[config.mk]
export PLATFORM = sky130hd
export DESIGN_NAME = sat_block_accumulator
export DESIGN_NICKNAME = d
export VERILOG_FILES = /design/src/rtl/sat_block_accumulator.sv
export SDC_FILE = /design/constraint.sdc
export NUM_CORES = 1
export LEC_CHECK = 0
export BUFFER_PORTS_ARGS = -buffer_cell sky130_fd_sc_hd__buf_4
export CORE_MARGIN = 1.5
export CORE_UTILIZATION = 30
export DETAILED_ROUTE_END_ITERATION = 16
export MAX_ROUTING_LAYER = met4
export SLEW_MARGIN = 40
export SYNTH_ARGS = -nofsm -noshare
export SYNTH_HDL_FRONTEND = slang
export SYNTH_SLANG_ARGS = --single-unit
export TNS_END_PERCENT = 1
[constraint.sdc]
create_clock -name clk -period 5.9 [get_ports clk]
set_clock_uncertainty 0.2 [all_clocks]
set_input_delay 0.59 -clock clk [delete_from_list [all_inputs] [get_ports clk]]
set_output_delay 0.59 -clock clk [all_outputs]
set_load 0.005 [all_outputs]
[src/rtl/sat_block_accumulator.sv]
// Saturating block accumulator: sums BLOCK_LEN signed samples with a clamp on every step,
// then holds one block result and a sticky saturation flag until the sink accepts it.
module sat_block_accumulator #(
   parameter int DATA_W    = 8,
   parameter int ACC_W     = 8,
   parameter int BLOCK_LEN = 4,
   parameter int CNT_W     = 8
) (
   input  logic              clk,
   input  logic              reset,
   input  logic              clear,
   input  logic [DATA_W-1:0] in_data,
   input  logic              in_valid,
   output logic              in_ready,
   output logic [ACC_W-1:0]  out_data,
   output logic              out_valid,
   input  logic              out_ready,
   output logic              out_sat,
   output logic              busy
);

   // state | meaning
   // ACCUM | accepting samples into acc
   // HOLD  | block result presented, waiting for out_ready
   typedef enum logic {ACCUM, HOLD} state_t;

   localparam logic [ACC_W-1:0] ACC_MAX  = {1'b0, {(ACC_W-1){1'b1}}};
   localparam logic [ACC_W-1:0] ACC_MIN  = {1'b1, {(ACC_W-1){1'b0}}};
   localparam logic [CNT_W-1:0] CNT_LAST = CNT_W'(BLOCK_LEN - 1);

   state_t             state, state_nx;
   logic [ACC_W-1:0]   acc, acc_nx;
   logic [CNT_W-1:0]   count, count_nx;
   logic               sat_flag, sat_flag_nx;
   logic [ACC_W-1:0]   out_data_nx;
   logic               out_sat_nx, out_valid_nx;

   logic [ACC_W:0]     in_ext, acc_ext, sum;
   logic [ACC_W-1:0]   result;
   logic               step_sat;

   // The two top sum bits disagree exactly when the ACC_W-bit range is exceeded.
   always_comb begin
      in_ext   = {{(ACC_W+1-DATA_W){in_data[DATA_W-1]}}, in_data};
      acc_ext  = {acc[ACC_W-1], acc};
      sum      = acc_ext + in_ext;
      step_sat = sum[ACC_W] ^ sum[ACC_W-1];
      if (!step_sat)
         result = sum[ACC_W-1:0];
      else if (sum[ACC_W])
         result = ACC_MIN;
      else
         result = ACC_MAX;
   end

   assign in_ready = (state == ACCUM);
   assign busy     = (count != '0);

   always_ff @(posedge clk or posedge reset) begin
      if (reset) begin
         state     <= ACCUM;
         acc       <= '0;
         count     <= '0;
         sat_flag  <= 1'b0;
         out_data  <= '0;
         out_sat   <= 1'b0;
         out_valid <= 1'b0;
      end else begin
         state     <= state_nx;
         acc       <= acc_nx;
         count     <= count_nx;
         sat_flag  <= sat_flag_nx;
         out_data  <= out_data_nx;
         out_sat   <= out_sat_nx;
         out_valid <= out_valid_nx;
      end
   end

   always_comb begin
      state_nx     = state;
      acc_nx       = acc;
      count_nx     = count;
      sat_flag_nx  = sat_flag;
      out_data_nx  = out_data;
      out_sat_nx   = out_sat;
      out_valid_nx = out_valid;
      if (clear) begin
         acc_nx       = '0;
         count_nx     = '0;
         sat_flag_nx  = 1'b0;
         out_valid_nx = 1'b0;
         state_nx     = ACCUM;
      end else begin
         case (state)
            ACCUM: begin
               if (in_valid) begin
                  if (count == CNT_LAST) begin
                     out_data_nx  = result;
                     out_sat_nx   = sat_flag | step_sat;
                     out_valid_nx = 1'b1;
                     acc_nx       = '0;
                     count_nx     = '0;
                     sat_flag_nx  = 1'b0;
                     state_nx     = HOLD;
                  end else begin
                     acc_nx      = result;
                     sat_flag_nx = sat_flag | step_sat;
                     count_nx    = count + 1'b1;
                  end
               end
            end
            HOLD: begin
               if (out_valid && out_ready) begin
                  out_valid_nx = 1'b0;
                  state_nx     = ACCUM;
               end
            end
            default: state_nx = ACCUM;
         endcase
      end
   end

endmodule

==> run_results.csv <==
group,metric,value,unit
outcome,outcome,"finished, final reports clean",
synthesis,synth.cells.most_frequent,"sky130_fd_sc_hd__dfrtp_1 (28), sky130_fd_sc_hd__nand2_1 (17), sky130_fd_sc_hd__nor2_1 (14)",
placement,gpl.final_weighted_congestion,0.860,
floorplanning,top_level_ports,25,
synthesis,synthMostInstantiatedCell,"sky130_fd_sc_hd__dfrtp_1",
power,ir_worst_vdd,126,uV
critical_path,cpMaxStageDelayCell,"sky130_fd_sc_hd__o311ai_1",
route,vias,1404,
cts,ctsLongestPathBuffers,2,
synthesis,synthDominantCellAreaShare,0.411,
run,drv_cap,0,
synthesis,syn_nets,202,
power,power_per_cell_area,379,nW/um^2
sta,timing.final.crit_share,0.445,
synthesis,syn_area,1700,sq um
cts,tritoncts_clock_tree,"done",
placement,place_inst,271,
critical_path,cp_num_cells,9,
floorplanning,die_height,78.3,um
grt,grt_first_pass_wirelength,6420,um
floorplanning,core,5510,sq um
finish,num-nets-final,228,
route,detail_route.vias_per_cell,5.11,
cts,cts_setup_buffers,0,
synthesis,synth_warnings,0,
finish,final_area,2030,sq um
cts,clk_root_buf,"sky130_fd_sc_hd__clkbuf_8",
route,dr.first_iter.drc_count,126,
placement,io_buffers,24,
cts,h-tree-depth,1,
floorplanning,fp.dieW,78.3,um
finish,final_layout_size_suffix_gt1_frac,0.197,
critical_path,arrival,2590,ps
grt,antenna_found_initial,0,
critical_path,critical_path.max_fanout,6,
finish,postLayoutCoreUtil,0.368,
critical_path,critPathCaptureType,"flip-flop",
sta,timing.hold.ws,171,ps
floorplanning,die_area,6140,sq um
critical_path,critPathRequiredTime,5870,ps
route,wirelength,3780,um
critical_path,critical_path.n_buffers_inverters,2,
synthesis,ys.flop_type,"sky130_fd_sc_hd__dfrtp_1",
cts,clock_sinks,28,
route,firstDrtPassIters,4,
grt,grt_max_degree,29,
synthesis,synth_cell_types,47,
floorplanning,rows,27,
finish,areaGrowthSynthToFinish,19.0,%
critical_path,startpoint_type,"input port",
synthesis,yosys-top-cells-area,"sky130_fd_sc_hd__dfrtp_1 (41%), sky130_fd_sc_hd__ha_1 (7.3%), sky130_fd_sc_hd__nand2_1 (3.7%)",
synthesis,synth_largest_area_cell,"sky130_fd_sc_hd__dfrtp_1",
route,routedWlPerCell,13.8,um
route,met2_length,1760,um
finish,num_antenna_cells,0,
sta,timing.fmax,381,MHz
route,met3RoutedLength,91,um
critical_path,crit_type,"in -> reg",
synthesis,netlist_instances,178,
worst_hold_path,hold_path.class,"in -> async",
critical_path,r2r_slack,3300,ps
critical_path,worst_path_largest_cell_delay,510,ps
cts,cts.reportedPaths.clkPinSlew,100,ps
critical_path,r2r_cells,6,
sta,maxSlewHeadroom,0.579,
finish,post_route_non_filler_standard_cell_count,275,
critical_path,crit_family,"adder cells",
grt,grt.overflow.total,0,
placement,placement.cell_area,1950,sq um
sta,report.final.setup_viol,0,
grt,first_global_vias,1337,
sta,layout_min_cycle_time,2630,ps
route,drc_errors,0,
placement,place_hpwl,2930,um
sta,finalSetupTns,0,ps
sta,setup_repair_after_global_routing_missed_its_margin,"no",
route,met1_length,1900,um
cts,cts_made_buffers,3,
sta,max_slew_violation_total_from_the_final_report,0,
critical_path,path_cells,"buf_4 > ha_1 > inv_1 > fa_1 > nor2b_1 > o311ai_1 > a21boi_2 > maj3_2 > mux2_2",
cts,hold_buffers,0,
route,topRoutingLayerUsed,"met4",
route,final_antenna_net_count,0,
cts,clk_latency,270,ps
synthesis,synth-edff-count,0,
floorplanning,effective_utilization_at_floorplan,0.309,
synthesis,synth_seq_area_share,0.411,
cts,post_cts_resize_count,0,
grt,grt.total_usage,0.135,
synthesis,synth-seq-cells,28,
sta,slew_of_the_pin_with_the_lowest_slew_margin,629,ps
power,leakage,0.953,nW
synthesis,syn-mean-instance-area,9.57,sq um
synthesis,synthArstFlopShare,1.00,
sta,hold_viol,0,
[power breakdown]
group | switching [mW] | internal [mW]
logic | 0.184 | 0.165
registers | 0.0320 | 0.237
clock network | 0.0588 | 0.0908
[worst paths after layout]
path / from / endpoint
setup reg to reg: acc[5] / out_data[2]
setup / recovery: in_data[0] / out_data[2]
max in group asynchronous: reset / count[4]
hold reg to reg: out_data[7] / out_data[7]
min in group clk: out_data[7] / out_data[7]
hold / removal: reset / state
[cell families after synthesis]
kind of cell | share of synthesized area
compound gates | 0.221
xor+xnor | 0.0463
fa+ha+maj | 0.0977
buf+inv | 0.0331
flops | 0.411
mux | 0.00661
simple gates | 0.184
[per-layer routing]
layer / vias up / track usage
li1: 712 / -
met1: 671 / 0.191
met2: 19 / 0.209
met3: 2 / 0.0151
met4: 0 / 0.0321
met5: - / -
[registers in the layout (all words and copies together) (netlist names)]
| name | count |
|---|---|
| out_data | 8 |
| out_valid | 1 |
| acc | 8 |
| count | 8 |
| state | 1 |
| sat_flag | 1 |
| out_sat | 1 |
[cell type report]
type	count	area, sq um
Inverter	10	37.5
Multi-Input combinational cell	137	946
Tap cell	72	90.1
Fill cell	566	3480
Clock inverter	1	30.0
Sequential cell	28	701
Clock buffer	3	41.3
Timing Repair Buffer	24	180
[stage by stage]
| stage | setup slack, ps | power, mW |
|---|---|---|
| 3_5_place_dp | 2990 | 0.621 |
| 6_report | 3270 | 0.767 |
| 5_1_grt | 3040 | 0.832 |
| 3_3_place_gp | 3000 | 0.620 |
| 2_1_floorplan | 3230 | 0.522 |
| 4_1_cts | 3290 | 0.774 |
[placed cells by master (no fill, tap or decap), drive strengths merged, types with 5 or more instances in the layout]
cell type	Yosys	final
o211ai	6	6
a21oi	10	10
nand2	17	17
nor3	8	8
dfrtp	28	28
nor2	14	14
ha	10	10
o21ai	7	7
and3	5	5
buf	1	24
or3	5	5
inv	10	10
a221o	6	6
xor2	5	5
Note: power is estimated with default switching activity, not from simulation.
